### src/rtl/node_interface_pkg.sv
// Shared mesh configuration: node count macros, node index width helper and the packet format.
`ifndef NODE_INTERFACE_PKG_SV
`define NODE_INTERFACE_PKG_SV

`define X_NODES 2
`define Y_NODES 2
`define NODES (`X_NODES * `Y_NODES)

package node_interface_pkg;

  localparam int DATA_W = 16;

  function automatic int node_id_w(input int n);
    return (n > 1) ? $clog2(n) : 1;
  endfunction

  localparam int NODE_W = node_id_w(`NODES);

  typedef logic [NODE_W-1:0] node_idx_t;

  typedef struct packed {
    node_idx_t         dest;
    node_idx_t         source;
    logic [DATA_W-1:0] data;
  } packet_t;

endpackage

`endif

### src/rtl/node_interface_sync_fifo.sv
// Generic synchronous FIFO, head visible combinationally, no bypass (push to head in 1 cycle).
// Push while full and pop while empty are ignored; the producer must hold its data until accepted.
module sync_fifo #(
  parameter type T     = logic [7:0],
  parameter int  DEPTH = 4
) (
  input  logic                       clk,
  input  logic                       reset,
  input  logic                       push,
  input  logic                       pop,
  input  T                           din,
  output T                           head,
  output logic                       full,
  output logic                       empty,
  output logic [$clog2(DEPTH):0]     count
);

  localparam int AW = $clog2(DEPTH);
  localparam int CW = AW + 1;

  T               mem [DEPTH];
  logic [AW-1:0]  wr_ptr;
  logic [AW-1:0]  rd_ptr;
  logic           push_ok;
  logic           pop_ok;

  assign full    = (count == CW'(DEPTH));
  assign empty   = (count == '0);
  assign push_ok = push & ~full;
  assign pop_ok  = pop & ~empty;
  assign head    = mem[rd_ptr];

  // Storage needs no reset: nothing is visible until count says so.
  always_ff @(posedge clk) begin
    if (push_ok) mem[wr_ptr] <= din;
  end

  always_ff @(posedge clk) begin
    if (reset) begin
      wr_ptr <= '0;
      rd_ptr <= '0;
      count  <= '0;
    end else begin
      if (push_ok) wr_ptr <= wr_ptr + 1'b1;
      if (pop_ok)  rd_ptr <= rd_ptr + 1'b1;
      case ({push_ok, pop_ok})
        2'b10:   count <= count + 1'b1;
        2'b01:   count <= count - 1'b1;
        default: count <= count;
      endcase
    end
  end

endmodule

### src/rtl/node_interface.sv
// Node network interface: injection FIFO (1-cycle push-to-valid), registered ejection (1 cycle).
// Injection holds head while i_net_en is low; ejection never backpressures, misrouted packets are dropped.
module node_interface
  import node_interface_pkg::*;
#(
  parameter int NODE_ID    = 0,
  parameter int FIFO_DEPTH = 4,
  parameter int CNT_W      = 16
) (
  input  logic             clk,
  input  logic             reset,
  input  packet_t          i_pkt,
  input  logic             i_pkt_val,
  output logic             o_pkt_rdy,
  output packet_t          o_net_data,
  output logic             o_net_data_val,
  input  logic             i_net_en,
  input  packet_t          i_net_data,
  input  logic             i_net_data_val,
  output packet_t          o_rx_data,
  output logic             o_rx_val,
  output logic             o_misroute,
  output logic [CNT_W-1:0] o_tx_count,
  output logic [CNT_W-1:0] o_rx_count,
  output logic [CNT_W-1:0] o_stall_count
);

  localparam int        AW   = $clog2(FIFO_DEPTH);
  localparam node_idx_t SELF = node_idx_t'(NODE_ID);

  logic          full;
  logic          empty;
  logic [AW:0]   count;
  logic          pop;
  logic          rx_hit;
  logic          rx_miss;
  logic          stall;

  function automatic logic [CNT_W-1:0] sat_inc(input logic [CNT_W-1:0] v, input logic en);
    return (en && (v != '1)) ? v + 1'b1 : v;
  endfunction

  assign o_pkt_rdy      = ~full;
  assign o_net_data_val = (count != '0);
  assign pop            = ~empty & i_net_en;
  assign stall          = o_net_data_val & ~i_net_en;
  assign rx_hit         = i_net_data_val & (i_net_data.dest == SELF);
  assign rx_miss        = i_net_data_val & (i_net_data.dest != SELF);

  sync_fifo #(
    .T     (packet_t),
    .DEPTH (FIFO_DEPTH)
  ) u_fifo (
    .clk   (clk),
    .reset (reset),
    .push  (i_pkt_val & o_pkt_rdy),
    .pop   (pop),
    .din   (i_pkt),
    .head  (o_net_data),
    .full  (full),
    .empty (empty),
    .count (count)
  );

  always_ff @(posedge clk) begin
    if (reset) begin
      o_rx_val      <= 1'b0;
      o_rx_data     <= '0;
      o_misroute    <= 1'b0;
      o_tx_count    <= '0;
      o_rx_count    <= '0;
      o_stall_count <= '0;
    end else begin
      o_rx_val <= rx_hit;
      if (rx_hit)  o_rx_data  <= i_net_data;
      if (rx_miss) o_misroute <= 1'b1;
      o_tx_count    <= sat_inc(o_tx_count, pop);
      o_rx_count    <= sat_inc(o_rx_count, rx_hit);
      o_stall_count <= sat_inc(o_stall_count, stall);
    end
  end

endmodule
### config.mk
export PLATFORM = sky130hd
export DESIGN_NAME = node_interface
export DESIGN_NICKNAME = d
export VERILOG_FILES = /design/src/rtl/node_interface_pkg.sv /design/src/rtl/node_interface_sync_fifo.sv /design/src/rtl/node_interface.sv
export SDC_FILE = /design/constraint.sdc
export NUM_CORES = 1
export LEC_CHECK = 0
export BUFFER_PORTS_ARGS = -buffer_cell sky130_fd_sc_hd__buf_2
export CAP_MARGIN = 20
export CORE_MARGIN = 5
export CORE_UTILIZATION = 54
export CTS_BUF_LIST = sky130_fd_sc_hd__clkbuf_8 sky130_fd_sc_hd__clkbuf_16
export CTS_CLUSTER_SIZE = 8
export DETAILED_ROUTE_END_ITERATION = 16
export PLACE_DENSITY = 0.89
export SETUP_SLACK_MARGIN = 0.05
export SLEW_MARGIN = 25
export SYNTH_ARGS = -nofsm -noshare
export SYNTH_HDL_FRONTEND = slang
export SYNTH_SLANG_ARGS = --single-unit
### constraint.sdc
create_clock -name clk -period 2.8 [get_ports clk]
set_clock_uncertainty 0.15 [all_clocks]
set_input_delay 0 -clock clk [delete_from_list [all_inputs] [get_ports clk]]
set_output_delay 0 -clock clk [all_outputs]
set_load 0.01 [all_outputs]
After elaboration in Yosys (flattened, before gate mapping):

Memory sizes are Yosys's and may differ from the RTL's. A register that Yosys moved wholly into a read port is not among the register bits.
Cells that the tools add are included.

* register bits: 77
* RAM bits: 80
* bits of input ports: 45
* output and inout bits: 92
* word-level logic and storage cells: 48
* memories: 1

* add/subtract/negate cells: 7
* equality and inequality tests: 6
* mux-type cells: 5
* bitwise gates (word level): 10
* reductions and logical operators: 8

Memory list
* u_fifo.mem: depth 4, width 20, read ports 1, clocked after memory_dff 1, write ports 1, line node_interface_sync_fifo.sv:21 `T mem [DEPTH];`

Operator list (number)
* adder 16 x 1 -> 16 bit, second input constant: 3
* != test 16 bit, second input constant: 3
* bitwise AND 1 bit: 7
* one-hot mux 3 bit (2 select lines): 1
* adder 2 x 1 -> 2 bit, second input constant: 2
* two-way mux 2 bit: 2
* nonzero test 2 bit: 2
* adder 3 x 1 -> 3 bit, second input constant: 1
* equality test 3 bit, second input constant: 1
* logical AND 1 bit: 3
* zero test 3 bit: 1
* NOT 1 bit: 3
* nonzero test 3 bit: 1
* subtractor 3 x 1 -> 3 bit, second input constant: 1
* equality test 2 x 1 -> 1 bit, second input constant: 1
* equality test 2 bit, second input constant: 1
* zero test 2 bit: 1
* two-way mux 1 bit: 2

Logic depth before layout (Yosys ltp):

Gate-level depths: netlist (run 1).

* depth after elaboration: 6
* depth in mapped cells: 9
* depth with buffers taken out: 9

Cells and area by module:

A second synthesis (run 1) with hierarchy kept.

* cell total of the unflattened synthesis: 537
* area, all modules: 6582.6 um2

Modules (own cells, without submodules)
* sync_fifo: times used 1, cells an instance 158, area each 3358.2 um2, seq. area each 2582.5 um2
* node_interface: times used 1, cells an instance 379, area each 3224.3 um2, seq. area each 1401.3 um2

Worst setup path before layout (run 1):

No wires, ideal clock.

* kind: register to register
* from: register u_fifo.count[0]
* to: register u_fifo.count[2]
* setup time: 0.070 ns
* data arrival time: 2.218 ns
* required time: 2.580 ns
* setup slack: 0.362 ns
* cell stages (with the launch flop): 10
* cells stage by stage: dfxtp_1 -> or3b_1 -> and2_1 -> inv_1 -> ha_1 -> inv_1 -> fa_1 -> xor2_1 -> or3_1 -> a21oi_1

* word-level cells in the longest chain between the ends: 6
* elaborated cells on any way between the ends: 14
* those cells by class: 2 x add/sub; 3 x eq/ne; 1 x mux; 6 x bitwise; 2 x reduce/logical

Ends and longest elaborated chain
* start: declaration: line node_interface_sync_fifo.sv:15 `output logic [$clog2(DEPTH):0] count`
* start signal: assignment: line node_interface_sync_fifo.sv:47 `2'b10: count <= count + 1'b1;`
* start signal: assignment: line node_interface_sync_fifo.sv:48 `2'b01: count <= count - 1'b1;`
* start signal: assignment: line node_interface_sync_fifo.sv:49 `default: count <= count;`
* equality test 3 bit (*): line node_interface_sync_fifo.sv:27 `assign full = (count == CW'(DEPTH));`
* NOT 1 bit (*): line node_interface.sv:43 `assign o_pkt_rdy = ~full;`
* net o_pkt_rdy: line node_interface.sv:14 `output logic o_pkt_rdy,`
* bitwise AND 1 bit: line node_interface.sv:56 `.push (i_pkt_val & o_pkt_rdy),`
* bitwise AND 1 bit (*): line node_interface_sync_fifo.sv:29 `assign push_ok = push & ~full;`
* equality test 2 x 1 -> 1 bit or equality test 2 bit (tied branches): line node_interface_sync_fifo.sv:46 `case ({push_ok, pop_ok})`
* one-hot mux 3 bit (2 select lines) or nonzero test 2 bit (tied branches)

The timed path passes the listed nets; every way through them passes the cells marked *.
A chain may end at the register's enable or synchronous reset.

Final worst setup path (run 1):

* from: register u_fifo.count[0]
* to: register u_fifo.count[2]

* word-level cells in the longest chain between the ends: 6
* elaborated cells on any way between the ends: 14
* those cells by class: 2 x add/sub; 3 x eq/ne; 1 x mux; 6 x bitwise; 2 x reduce/logical

Ends and longest elaborated chain (line)
* equality test 3 bit or zero test 3 bit (tied branches): node_interface_sync_fifo.sv:27, node_interface_sync_fifo.sv:28
* NOT 1 bit (on tied branches)
* bitwise AND 1 bit (on tied branches): node_interface.sv:56, node_interface.sv:45
* bitwise AND 1 bit (on tied branches): node_interface_sync_fifo.sv:29, node_interface_sync_fifo.sv:30
* equality test 2 x 1 -> 1 bit or equality test 2 bit (tied branches): node_interface_sync_fifo.sv:46
* one-hot mux 3 bit (2 select lines) or nonzero test 2 bit (tied branches)

Several ways; a longest one is shown, not always the timed one.

==> qor.csv, run 1 <==
stage,metric,value,unit
finish,nets,799,
synthesis,synthesized flop and latch total,159,
sta,Rel. slew slack,32.0,%
clock_network,"Clk Latency, worst-skew pair",420,ps
worst_setup_path,number of cells on the worst reg-to-reg path,9,
global_route,antenna violations before repair,1,
pwr,clock power share,36.7,%
clock_network,TritonCTS buffer count,17,
sta,final setup fails,0,
finish,layout cells sized above 1,27.5,%
pwr,P_sw,1580,uW
routing,drt via density,5.85,
synthesis,Post-Synth Adder-Cell Area,1.84,%
finish,Multi-input gate area,2400,sq um
place,GPL Wtd Cong,0.917,
pwr,total power,6130,uW
pwr,PwrDens,714,nW/um^2
synthesis,Synth Area in Compound Gates,9.69,%
finish,P&R area growth vs syn,31.7,%
worst_setup_path,crit path launch type,flop,
synthesis,largest family of logic cells by synthesized area,simple AND/OR/NAND/NOR gates,
floorplan,Initial Utilization,54.7,%
synthesis,"EDFF count, synth",80,
routing,Remaining DRCs,0,
routing,DR iter-0 viols,302,
sta,fmax,392,MHz
routing,DRT Wirelength,16200,um
pwr,switch share,25.8,%
sta,measured slew at the worst slew-check pin,1020,ps
synthesis,fraction of registers with async set/reset,0,%
sta,TNS Setup,0,ps
sta,Tcrit/Tclk final,91.2,%
worst_setup_path,Worst Path Required,3000,ps
global_route,number of global-route vias before repair,5294,
worst_setup_path,CP arrival,2760,ps
finish,FF+latch area,3980,sq um
routing,Routed wire per std cell,17.9,um
routing,Max Used Layer,met4,
min_path,Hold Crit Depth,5,
synthesis,post-synthesis mux area share,8.12,%
worst_setup_path,RR Endpoint,u_fifo.count[2],
place,Buffers on Ports,136,
routing,Metal-1 WL,6240,um
synthesis,post-synthesis xor/xnor area fraction,0.672,%
clock_network,Clock Tree Root,clkbuf_16,
routing,post-route ant nets,0,
routing,drt pass-1 iters,4,
worst_setup_path,maximum fanout along the worst path,6,
synthesis,post-synthesis sequential area ratio,61.1,%
synthesis,Synth Instances,541,
synthesis,most frequent cells after synthesis,"80 x edfxtp_1, 79 x dfxtp_1, 54 x nand2_1, 52 x a21oi_1",
run,total of max-cap violations,0,
floorplan,FP Rows,40,
global_route,GRT Total Usage,22.7,%
routing,WL met3,1000,um
min_path,HP Class,in -> reg,
synthesis,Yosys top cell area share,36.8,%
place,DP HPWL,10200,um
min_path,hold_sp,i_net_data[18],
global_route,total grt overflow,0,
routing,vias,5290,
sta,RSZ-0062 raised after global routing,no,
clock_network,Clock Sinks,159,
place,worst slack at placement,255,ps
floorplan,area of the core,11900,sq um
routing,WL met2,8370,um
synthesis,Synth cell types,47,
synthesis,Post-Synthesis Net Count,595,
synthesis,post-synthesis cell area,6520,sq um
clock_network,Clock Tree Buf Depth,2,
global_route,largest net degree at the start of global routing,40,
finish,Fill cells,821,
floorplan,I/O pins,137,
clock_network,CTS tree,done,
sta,Fin. Hold Viols,0,
synthesis,Synthesis Warnings,0,
clock_network,H-tree depth,4,
worst_setup_path,Critical Path Slowest Stage Cell,or3b_1,
floorplan,Die Y,120,um
synthesis,most area-hungry cell type in the Yosys netlist,edfxtp_1,
worst_setup_path,worst path buffer plus inverter count,2,
run_status,status,"finished, final reports clean",
clock_network,"Reg clk slew, reported paths",60,ps
synthesis,simple-gate share of the synthesized area,16.3,%
sta,Final Slew Violations,0,
pwr,Reg power frac,44.5,%
min_path,Hold EP,o_rx_count[11],
worst_setup_path,crit end category,flop,
floorplan,Die Wd,120,um
worst_setup_path,r2r setup slk,250,ps
sta,final worst path period need,2550,ps
worst_setup_path,worst-path cell chain,or3b_1 -> and2_1 -> inv_1 -> ha_1 -> inv_1 -> fa_1 -> xor2_1 -> or3_1 -> a21oi_1,
pwr,static leakage,0.00318,uW
synthesis,largest cells by area after synthesis,"edfxtp_1 37%, dfxtp_1 24%, mux4_2 6.9%",
pwr,peak supply drop,0.322,mV
pwr,Int Power,4550,uW
worst_setup_path,FF-to-FF Start,u_fifo.count[0],
synthesis,prevailing post-synth register cell,edfxtp_1,
worst_setup_path,cell mode on critical path,inv_1,
synthesis,top-count cell post-synth,edfxtp_1,
worst_setup_path,crit-path max cell delay,460,ps
floorplan,Die ar.,14400,sq um
pwr,combinational share of power,18.9,%
global_route,first-pass GRT wire length,25800,um
worst_setup_path,Setup CP Type,reg -> reg,
sta,Final WS setup,246,ps
worst_setup_path,Crit path max-delay family,simple AND/OR/NAND/NOR gates,
synthesis,Avg Inst Size Synth,12.1,sq um
## sequential cells by signal, summed over array words and instances (netlist names), named ones only
register,cells
o_tx_count,16
u_fifo.wr_ptr,2
o_misroute,1
o_stall_count,16
u_fifo.mem,80
o_rx_count,16
u_fifo.count,3
o_rx_data,20
u_fifo.rd_ptr,2
o_rx_val,1
## cells in the final DEF, fill, tap and decap left out, drive strengths merged, types with 4 or more instances in the layout
cell	instances
or4	15
or3	17
nand3	15
a21oi	52
and4	4
clkbuf	17
nand2	54
o31ai	14
nor3	5
inv	17
ha	8
edfxtp	80
a211oi	4
nor4	14
nand4	15
buf	146
nor2	22
dfxtp	79
mux2	7
nor2b	7
dlygate4sd3	63
and3	9
o21ai	19
mux4	20
clkinv	5
clkinvlp	4
## per-stage QoR
stage	std cells	hold slack, ps	utilization (%)	instance area (sq um)
floorplan	541	-51.1	-	6520
CTS	904	18.5	72.1	8580
global placement	810	60.9	61.9	7380
global route	905	81.3	72.1	8590
finish	905	35.7	72.1	8590
detailed placement	810	72.2	61.9	7380
## worst max path at each step
stage / start / to / slack (ps) / cells past startpoint
2_1_floorplan: u_fifo.count[0] / u_fifo.count[2] / 360 / 9
4_1_cts: u_fifo.count[0] / u_fifo.count[2] / 240 / 9
3_5_place_dp: u_fifo.count[0] / u_fifo.count[2] / 260 / 9
5_1_grt: u_fifo.count[0] / u_fifo.count[2] / 120 / 9
3_3_place_gp: u_fifo.count[0] / u_fifo.count[2] / 360 / 9
6_report: u_fifo.count[0] / u_fifo.count[2] / 250 / 9
## worst register-to-register path: stages, from the launching register on
cell     delay, ps
dfxtp_1        340
or3b_1         460
and2_1         220
inv_1           80
ha_1           200
inv_1           60
fa_1           370
xor2_1         160
or3_1          310
a21oi_1        140
## what timing repair did
item | in CTS | in global routing
hold buffers | 63 | 0
gates resized for setup | 0 | 0
setup buffers | 0 | 0
endpoints found under the hold margin | 118 | 0
## routing by layer
| metal | track usage, % | vias to the layer above |
|---|---|---|
| li1 | - | 2486 |
| met1 | 25.0 | 2554 |
| met2 | 39.7 | 201 |
| met3 | 6.74 | 49 |
| met4 | 11.9 | 0 |
| met5 | 0 | - |
## area by class of cell
type | instances | area share (%)
clock inverters | 14 | 1.78
well taps | 147 | 2.14
flip-flops and latches | 159 | 46.4
diodes | 1 | 0.0291
repair buffers | 209 | 16.1
multi-input cells | 343 | 27.9
inverters | 15 | 0.655
clock buffers | 17 | 4.95
## logic make-up after synthesis
kind of cell	count (synthesis)
fa+ha+maj	9
buf+inv	39
xor+xnor	5
mux	27
simple gates	196
flops	159
compound gates	106
## power by group through the flow
stage                     sequential, uW  combinational [uW]  clock (uW)
after floorplan                     2760                 724           0
after global placement              2750                1060           0
after detailed placement            2770                1090           0
after CTS                           2730                1160        2280
after global routing                2740                1270        2390
final                               2730                1160        2250
(Power assumes the default switching activity.)
==> run 2, diff against run 1 <==
--- a/config.mk
+++ b/config.mk
@@ -8,11 +8,11 @@
 export BUFFER_PORTS_ARGS = -buffer_cell sky130_fd_sc_hd__buf_2
 export CAP_MARGIN = 20
 export CORE_MARGIN = 5
-export CORE_UTILIZATION = 54
+export CORE_UTILIZATION = 25
 export CTS_BUF_LIST = sky130_fd_sc_hd__clkbuf_8 sky130_fd_sc_hd__clkbuf_16
 export CTS_CLUSTER_SIZE = 8
 export DETAILED_ROUTE_END_ITERATION = 16
-export PLACE_DENSITY = 0.89
+export PLACE_DENSITY = 0.53
 export SETUP_SLACK_MARGIN = 0.05
 export SLEW_MARGIN = 25
 export SYNTH_ARGS = -nofsm -noshare
==> qor.csv, run 2 (same netlist as run 1, synthesis figures left out) <==
stage,metric,value,unit,change
routing,vias,5044,,-4.7%
min_path,HP Class,in -> reg,,
routing,Routed wire per std cell,14.9,um,-16%
worst_setup_path,crit path launch type,flop,,
pwr,Reg power frac,43.2,%,-1.3 points
finish,P&R area growth vs syn,36.4,%,
worst_setup_path,crit-path max cell delay,460,ps,about the same
global_route,first-pass GRT wire length,26000,um,+1.1%
clock_network,CTS tree,done,,
place,placed insts,999,,+23%
routing,Remaining DRCs,0,,unchanged
pwr,peak supply drop,0.389,mV,+21%
clock_network,TritonCTS buffer count,17,,unchanged
sta,Rel. slew slack,60.3,%,+28 points
routing,drt via density,4.60,,-21%
pwr,PwrDens,707,nW/um^2,-0.96%
finish,"commonest non-fill, non-tap cells in the layout","136 x buf_2, 80 x edfxtp_1, 79 x dfxtp_1",,
worst_setup_path,cell mode on critical path,inv_1,,
floorplan,area of the core,25800,sq um,+120%
finish,"commonest non-fill, non-tap cell in the layout",buf_2,,
floorplan,I/O pins,137,,unchanged
finish,"Most flops, register",u_fifo.mem,,
worst_setup_path,Crit path max-delay family,simple AND/OR/NAND/NOR gates,,
global_route,total grt overflow,0,,unchanged
clock_network,"Clk Latency, worst-skew pair",420,ps,about the same
pwr,P_sw,1750,uW,+11%
sta,Fin. Hold Viols,0,,unchanged
pwr,switch share,27.9,%,+2.1 points
routing,post-route ant nets,0,,unchanged
floorplan,Die ar.,29400,sq um,+100%
routing,DRT Wirelength,16400,um,+1.2%
sta,Tcrit/Tclk final,91.0,%,-0.23 points
worst_setup_path,worst path buffer plus inverter count,2,,unchanged
global_route,GRT Total Usage,11.2,%,-12 points
floorplan,Die Y,172,um,+43%
worst_setup_path,Setup CP Type,reg -> reg,,
pwr,combinational share of power,18.6,%,-0.3 points
worst_setup_path,Critical Path Slowest Stage Cell,or3b_1,,
finish,Largest register FFs,80,,unchanged
floorplan,FP Rows,59,,+48%
finish,nets,802,,+0.38%
clock_network,H-tree depth,4,,unchanged
finish,n_diodes,0,,-1
routing,DR iter-0 viols,283,,-6.3%
floorplan,Initial Utilization,25.2,%,-30 points
sta,RSZ-0062 raised after global routing,no,,
place,Buffers on Ports,136,,unchanged
worst_setup_path,worst-path cell chain,or3b_1 -> and2_1 -> inv_1 -> ha_1 -> inv_1 -> fa_1 -> xor2_1 -> or3_1 -> a21oi_1,,
finish,Fill cells,2597,,+220%
global_route,antenna violations before repair,0,,-1
sta,Final Slew Violations,0,,unchanged
worst_setup_path,CP arrival,2750,ps,about the same
clock_network,Clock Sinks,159,,unchanged
sta,TNS Setup,0,ps,unchanged
run_status,status,"finished, final reports clean",,
pwr,clock power share,38.3,%,+1.6 points
run,total of max-cap violations,0,,unchanged
clock_network,"Reg clk slew, reported paths",70,ps,about the same
place,DP HPWL,10900,um,+7.2%
pwr,static leakage,0.00321,uW,+1.1%
worst_setup_path,crit end category,flop,,
place,GPL Wtd Cong,0.716,,-22%
sta,fmax,392,MHz,+0.25%
routing,drt pass-1 iters,5,,+1
sta,final setup fails,0,,unchanged
finish,largest registers,"u_fifo.mem: 80 flops, o_rx_data: 20 flops",,
global_route,number of global-route vias before repair,4913,,-7.2%
pwr,total power,6290,uW,+2.5%
worst_setup_path,Worst Path Required,3000,ps,about the same
sta,measured slew at the worst slew-check pin,596,ps,-425 ps
global_route,largest net degree at the start of global routing,32,,-20%
finish,layout cells sized above 1,28.3,%,+0.78 points
finish,final std cells w/o fill,1096,,+21%
worst_setup_path,maximum fanout along the worst path,6,,unchanged
pwr,Int Power,4540,uW,-0.31%
clock_network,Clock Tree Root,clkbuf_16,,
sta,final worst path period need,2550,ps,-6.39 ps
clock_network,Clock Tree Buf Depth,2,,unchanged
floorplan,Die Wd,172,um,+43%
[run 2: cell types whose count changed in the layout (fill, tap and decap cells not counted), sizes merged]
cell / before / now
dlygate4sd3: 63 / 65
bufinv: 3 / 2
inv: 17 / 23
clkinvlp: 4 / 0
buf: 146 / 147
diode: 1 / 0
[run 2: through the flow]
step / worst slack (ps) / util [%] / hold slack, ps / area, sq um
after floorplan: 362 / - / -51.1 / 6520
after global placement: 300 / 29.5 / 70.2 / 7620
after detailed placement: 257 / 29.5 / 69.7 / 7620
after CTS: 230 / 34.4 / 163 / 8890
after global routing: 80.1 / 34.4 / 162 / 8890
final: 252 / 34.4 / 186 / 8890
[run 2: routing by layer]
metal  up-vias  track usage, %  share of wire, %
li1       2493               -                 -
met1      2431            14.5                46
met2       112            17.6                47
met3         8            4.18               6.5
met4         0            2.89              0.73
met5         -               0                 0
[run 2: path summary, 6_finish.rpt]
kind	slack (ps)	cells past startpoint	from	to
setup / recovery	250	9	u_fifo.count[0]	u_fifo.count[2]
hold / removal	190	2	i_pkt[9]	u_fifo.mem[0][9]
setup reg to reg	250	9	u_fifo.count[0]	u_fifo.count[2]
hold reg to reg	300	2	o_misroute	o_misroute
[run 2: area by class of cell]
type	instances	area, sq um	share of cell area, %
flip-flops and latches	159	3980	44.8
multi-input cells	343	2400	27.0
repair buffers	212	1410	15.9
clock buffers	17	425	4.78
well taps	335	419	4.71
clock inverters	15	194	2.18
inverters	15	56.3	0.633
[run 2: timing repair]
action                    4_1_cts  5_1_grt
hold endpoints to repair      120        0
hold buffers                   65        0
buffers inserted                0        0
gates resized for setup         0        0
[run 2: power groups by stage]
stage	registers (uW)	clock network, uW	logic (uW)
2_1_floorplan	2760	0	724
3_3_place_gp	2770	0	1120
3_5_place_dp	2770	0	1140
4_1_cts	2720	2500	1200
5_1_grt	2730	2600	1290
6_report	2720	2410	1170
==> run 3, diff against run 2 <==
--- a/config.mk
+++ b/config.mk
@@ -5,6 +5,7 @@
 export SDC_FILE = /design/constraint.sdc
 export NUM_CORES = 1
 export LEC_CHECK = 0
+export ABC_AREA = 1
 export BUFFER_PORTS_ARGS = -buffer_cell sky130_fd_sc_hd__buf_2
 export CAP_MARGIN = 20
 export CORE_MARGIN = 5
@@ -12,7 +13,7 @@
 export CTS_BUF_LIST = sky130_fd_sc_hd__clkbuf_8 sky130_fd_sc_hd__clkbuf_16
 export CTS_CLUSTER_SIZE = 8
 export DETAILED_ROUTE_END_ITERATION = 16
-export PLACE_DENSITY = 0.53
+export PLACE_DENSITY = 0.52
 export SETUP_SLACK_MARGIN = 0.05
 export SLEW_MARGIN = 25
 export SYNTH_ARGS = -nofsm -noshare
==> qor.csv, run 3 <==
stage,metric,value,unit,change
floorplan,Initial Utilization,25.3,%,+0.050 points
run_status,status,"finished, final reports clean",,
routing,post-route ant nets,0,,unchanged
synthesis,Synth Instances,794,,+47%
clock_network,H-tree depth,4,,unchanged
routing,drt pass-1 iters,4,,-1
worst_setup_path,CP arrival,2430,ps,-320 ps
worst_setup_path,Setup CP Type,reg -> reg,,
routing,drt via density,4.30,,-6.6%
routing,vias,5883,,+17%
routing,Routed wire per std cell,13.3,um,-11%
clock_network,CTS tree,done,,
routing,DR iter-0 viols,221,,-22%
synthesis,prevailing post-synth register cell,edfxtp_1,,
synthesis,fraction of registers with async set/reset,0,%,unchanged
pwr,Int Power,4330,uW,-4.5%
floorplan,area of the core,27700,sq um,+7.2%
floorplan,Die ar.,31500,sq um,+7.0%
sta,measured slew at the worst slew-check pin,629,ps,+32.8 ps
finish,"commonest non-fill, non-tap cells in the layout","186 x nor2_1, 136 x buf_2, 123 x nand2_1",,
worst_setup_path,RR Endpoint,u_fifo.count[2],,
worst_setup_path,number of cells on the worst reg-to-reg path,10,,+1
sta,Final WS setup,527,ps,+275 ps
sta,Final Slew Violations,0,,unchanged
clock_network,Clock Tree Root,clkbuf_16,,
global_route,number of global-route vias before repair,5852,,+19%
worst_setup_path,maximum fanout along the worst path,9,,+3
global_route,total grt overflow,0,,unchanged
synthesis,"EDFF count, synth",80,,unchanged
place,DP HPWL,12300,um,+13%
synthesis,top-count cell post-synth,nor2_1,,
clock_network,"Clk Latency, worst-skew pair",420,ps,about the same
worst_setup_path,crit path launch type,flop,,
place,Buffers on Ports,136,,unchanged
synthesis,Synth cell types,35,,-26%
floorplan,Die Wd,177,um,+3.4%
pwr,peak supply drop,0.315,mV,-19%
run,total of max-cap violations,0,,unchanged
synthesis,post-synthesis cell area,7010,sq um,+7.4%
synthesis,Post-Synthesis Net Count,848,,+43%
pwr,clock power share,36.5,%,-1.8 points
finish,"commonest non-fill, non-tap cell in the layout",nor2_1,,
finish,Largest register FFs,80,,unchanged
sta,Rel. slew slack,58.0,%,-2.2 points
synthesis,most area-hungry cell type in the Yosys netlist,edfxtp_1,,
place,worst slack at placement,513,ps,+255 ps
finish,n_diodes,0,,unchanged
finish,layout cells sized above 1,23.9,%,-4.3 points
min_path,HP Class,in -> reg,,
pwr,switch share,31.0,%,+3.2 points
sta,RSZ-0062 raised after global routing,no,,
synthesis,synthesized flop and latch total,159,,unchanged
worst_setup_path,crit end category,flop,,
sta,Fin. Hold Viols,0,,unchanged
pwr,PwrDens,685,nW/um^2,-3.1%
sta,Tcrit/Tclk final,81.2,%,-9.8 points
global_route,largest net degree at the start of global routing,54,,+69%
min_path,Hold EP,o_rx_val,,
floorplan,I/O pins,137,,unchanged
clock_network,Clock Sinks,159,,unchanged
routing,DRT Wirelength,18200,um,+11%
synthesis,Synthesis Warnings,0,,unchanged
place,GPL Wtd Cong,0.800,,+12%
clock_network,TritonCTS buffer count,17,,unchanged
clock_network,Clock Tree Buf Depth,2,,unchanged
pwr,P_sw,1950,uW,+11%
finish,"Most flops, register",u_fifo.mem,,
worst_setup_path,Critical Path Slowest Stage Cell,fa_1,,
floorplan,Die Y,177,um,+3.4%
worst_setup_path,crit-path max cell delay,380,ps,-80 ps
min_path,hold_sp,i_net_data[19],,
worst_setup_path,Crit path max-delay family,adder cells,,
worst_setup_path,worst path buffer plus inverter count,1,,-1
worst_setup_path,r2r setup slk,530,ps,+270 ps
finish,nets,1031,,+29%
sta,fmax,440,MHz,+12%
pwr,Reg power frac,43.2,%,about the same
worst_setup_path,Worst Path Required,2960,ps,-40 ps
clock_network,"Reg clk slew, reported paths",70,ps,about the same
sta,TNS Setup,0,ps,unchanged
synthesis,post-synthesis sequential area ratio,56.9,%,-4.2 points
global_route,first-pass GRT wire length,29600,um,+14%
synthesis,Avg Inst Size Synth,8.82,sq um,-27%
worst_setup_path,FF-to-FF Start,u_fifo.count[0],,
finish,largest registers,"u_fifo.mem: 80 flops, o_rx_data: 20 flops",,
clock_network,Post-CTS Setup Bufs,0,,unchanged
worst_setup_path,worst-path cell chain,nor2_4 -> nand2_1 -> nand2_1 -> ha_1 -> inv_1 -> fa_1 -> a21oi_1 -> o21ai_0 -> o21ai_0 -> a21oi_1,,
global_route,GRT Total Usage,11.8,%,+0.65 points
min_path,Hold Crit Depth,4,,+2
finish,P&R area growth vs syn,30.8,%,
routing,Remaining DRCs,0,,unchanged
sta,final worst path period need,2270,ps,-275 ps
synthesis,Yosys top cell area share,34.3,%,-2.6 points
pwr,combinational share of power,20.3,%,+1.7 points
synthesis,most frequent cells after synthesis,"190 x nor2_1, 123 x nand2_1, 80 x edfxtp_1, 79 x dfxtp_1, 65 x o21ai_0",,
floorplan,FP Rows,61,,+3.4%
synthesis,largest cells by area after synthesis,"edfxtp_1 34%, dfxtp_1 23%, nor2_1 10%",,
global_route,antenna violations before repair,0,,unchanged
pwr,static leakage,0.00356,uW,+11%
sta,final setup fails,0,,unchanged
run 3: cell types whose count changed in the layout (fill, tap and decap cells not counted), sizes merged, moves of 20 or more:
cell / change
nor2: +196
nand2: +82
o21ai: +55
inv: +32
nand3: +27
mux4: -20
o22ai: +20
run 3: logic make-up after synthesis:
| group | share of synthesized area, % |
|---|---|
| fa+ha+maj | 1.71 |
| buf+inv | 4.25 |
| compound gates | 10.4 |
| simple gates | 26.4 |
| flops | 56.9 |
| xor+xnor | 0.375 |
run 3: what timing repair did:
item | CTS | global route
resized for setup | 0 | 0
hold buffers | 46 | 0
hold endpoints to repair | 124 | 0
run 3: worst register-to-register path: cells and delay by family, from the launching register on:
kind | cells | cell delay [ps]
AO/OA/AOI/OAI | 4 | 490
buffers and inverters | 1 | 70
AND/OR/NAND/NOR | 3 | 540
adder cells (fa/ha/maj) | 2 | 590
flip-flops | 1 | 330
run 3: how the worst max path moves through the flow:
stage                    start  slack, ps                to  cells past startpoint
2_1_floorplan  u_fifo.count[1]        650  u_fifo.mem[0][0]                      4
3_5_place_dp   u_fifo.count[0]        510   u_fifo.count[2]                     10
6_report       u_fifo.count[0]        530   u_fifo.count[2]                     10
3_3_place_gp   u_fifo.count[0]        540   u_fifo.count[2]                     10
5_1_grt        u_fifo.count[1]        300   u_fifo.count[2]                     10
4_1_cts        u_fifo.count[0]        520   u_fifo.count[2]                     10
run 3: stage by stage:
step                instances  power (uW)  hold slack [ps]  area (sq um)  utilization, %
global route             1368        6650              105          9160            33.1
detailed placement       1290        4010             70.2          8130            29.3
floorplan                 794        3510            -80.9          7010               -
CTS                      1368        6380             50.4          9160            33.1
finish                   1368        6280             63.1          9160            33.1
global placement         1290        4000             69.0          8130            29.3
run 3: final cells by class:
cell class	instances	area [sq um]
clock buffers	17	425
clock inverters	15	150
fillers	2873	18500
inverters	48	181
multi-input cells	561	2740
flip-flops and latches	159	3980
well taps	378	473
repair buffers	190	1210
run 3: metal layers:
| metal | up-vias | part of all wire (%) | GRT usage [%] |
|---|---|---|---|
| li1 | 3030 | - | - |
| met1 | 2676 | 46 | 14.8 |
| met2 | 166 | 44 | 18.8 |
| met3 | 11 | 9.7 | 5.13 |
| met4 | 0 | 0.72 | 2.90 |
| met5 | - | 0 | 0 |
run 3: power groups by stage:
stage / combinational [uW] / clock, uW / sequential, uW
floorplan: 727 / 0 / 2780
global placement: 1230 / 0 / 2760
detailed placement: 1240 / 0 / 2770
CTS: 1300 / 2370 / 2720
global route: 1430 / 2480 / 2730
finish: 1270 / 2290 / 2710
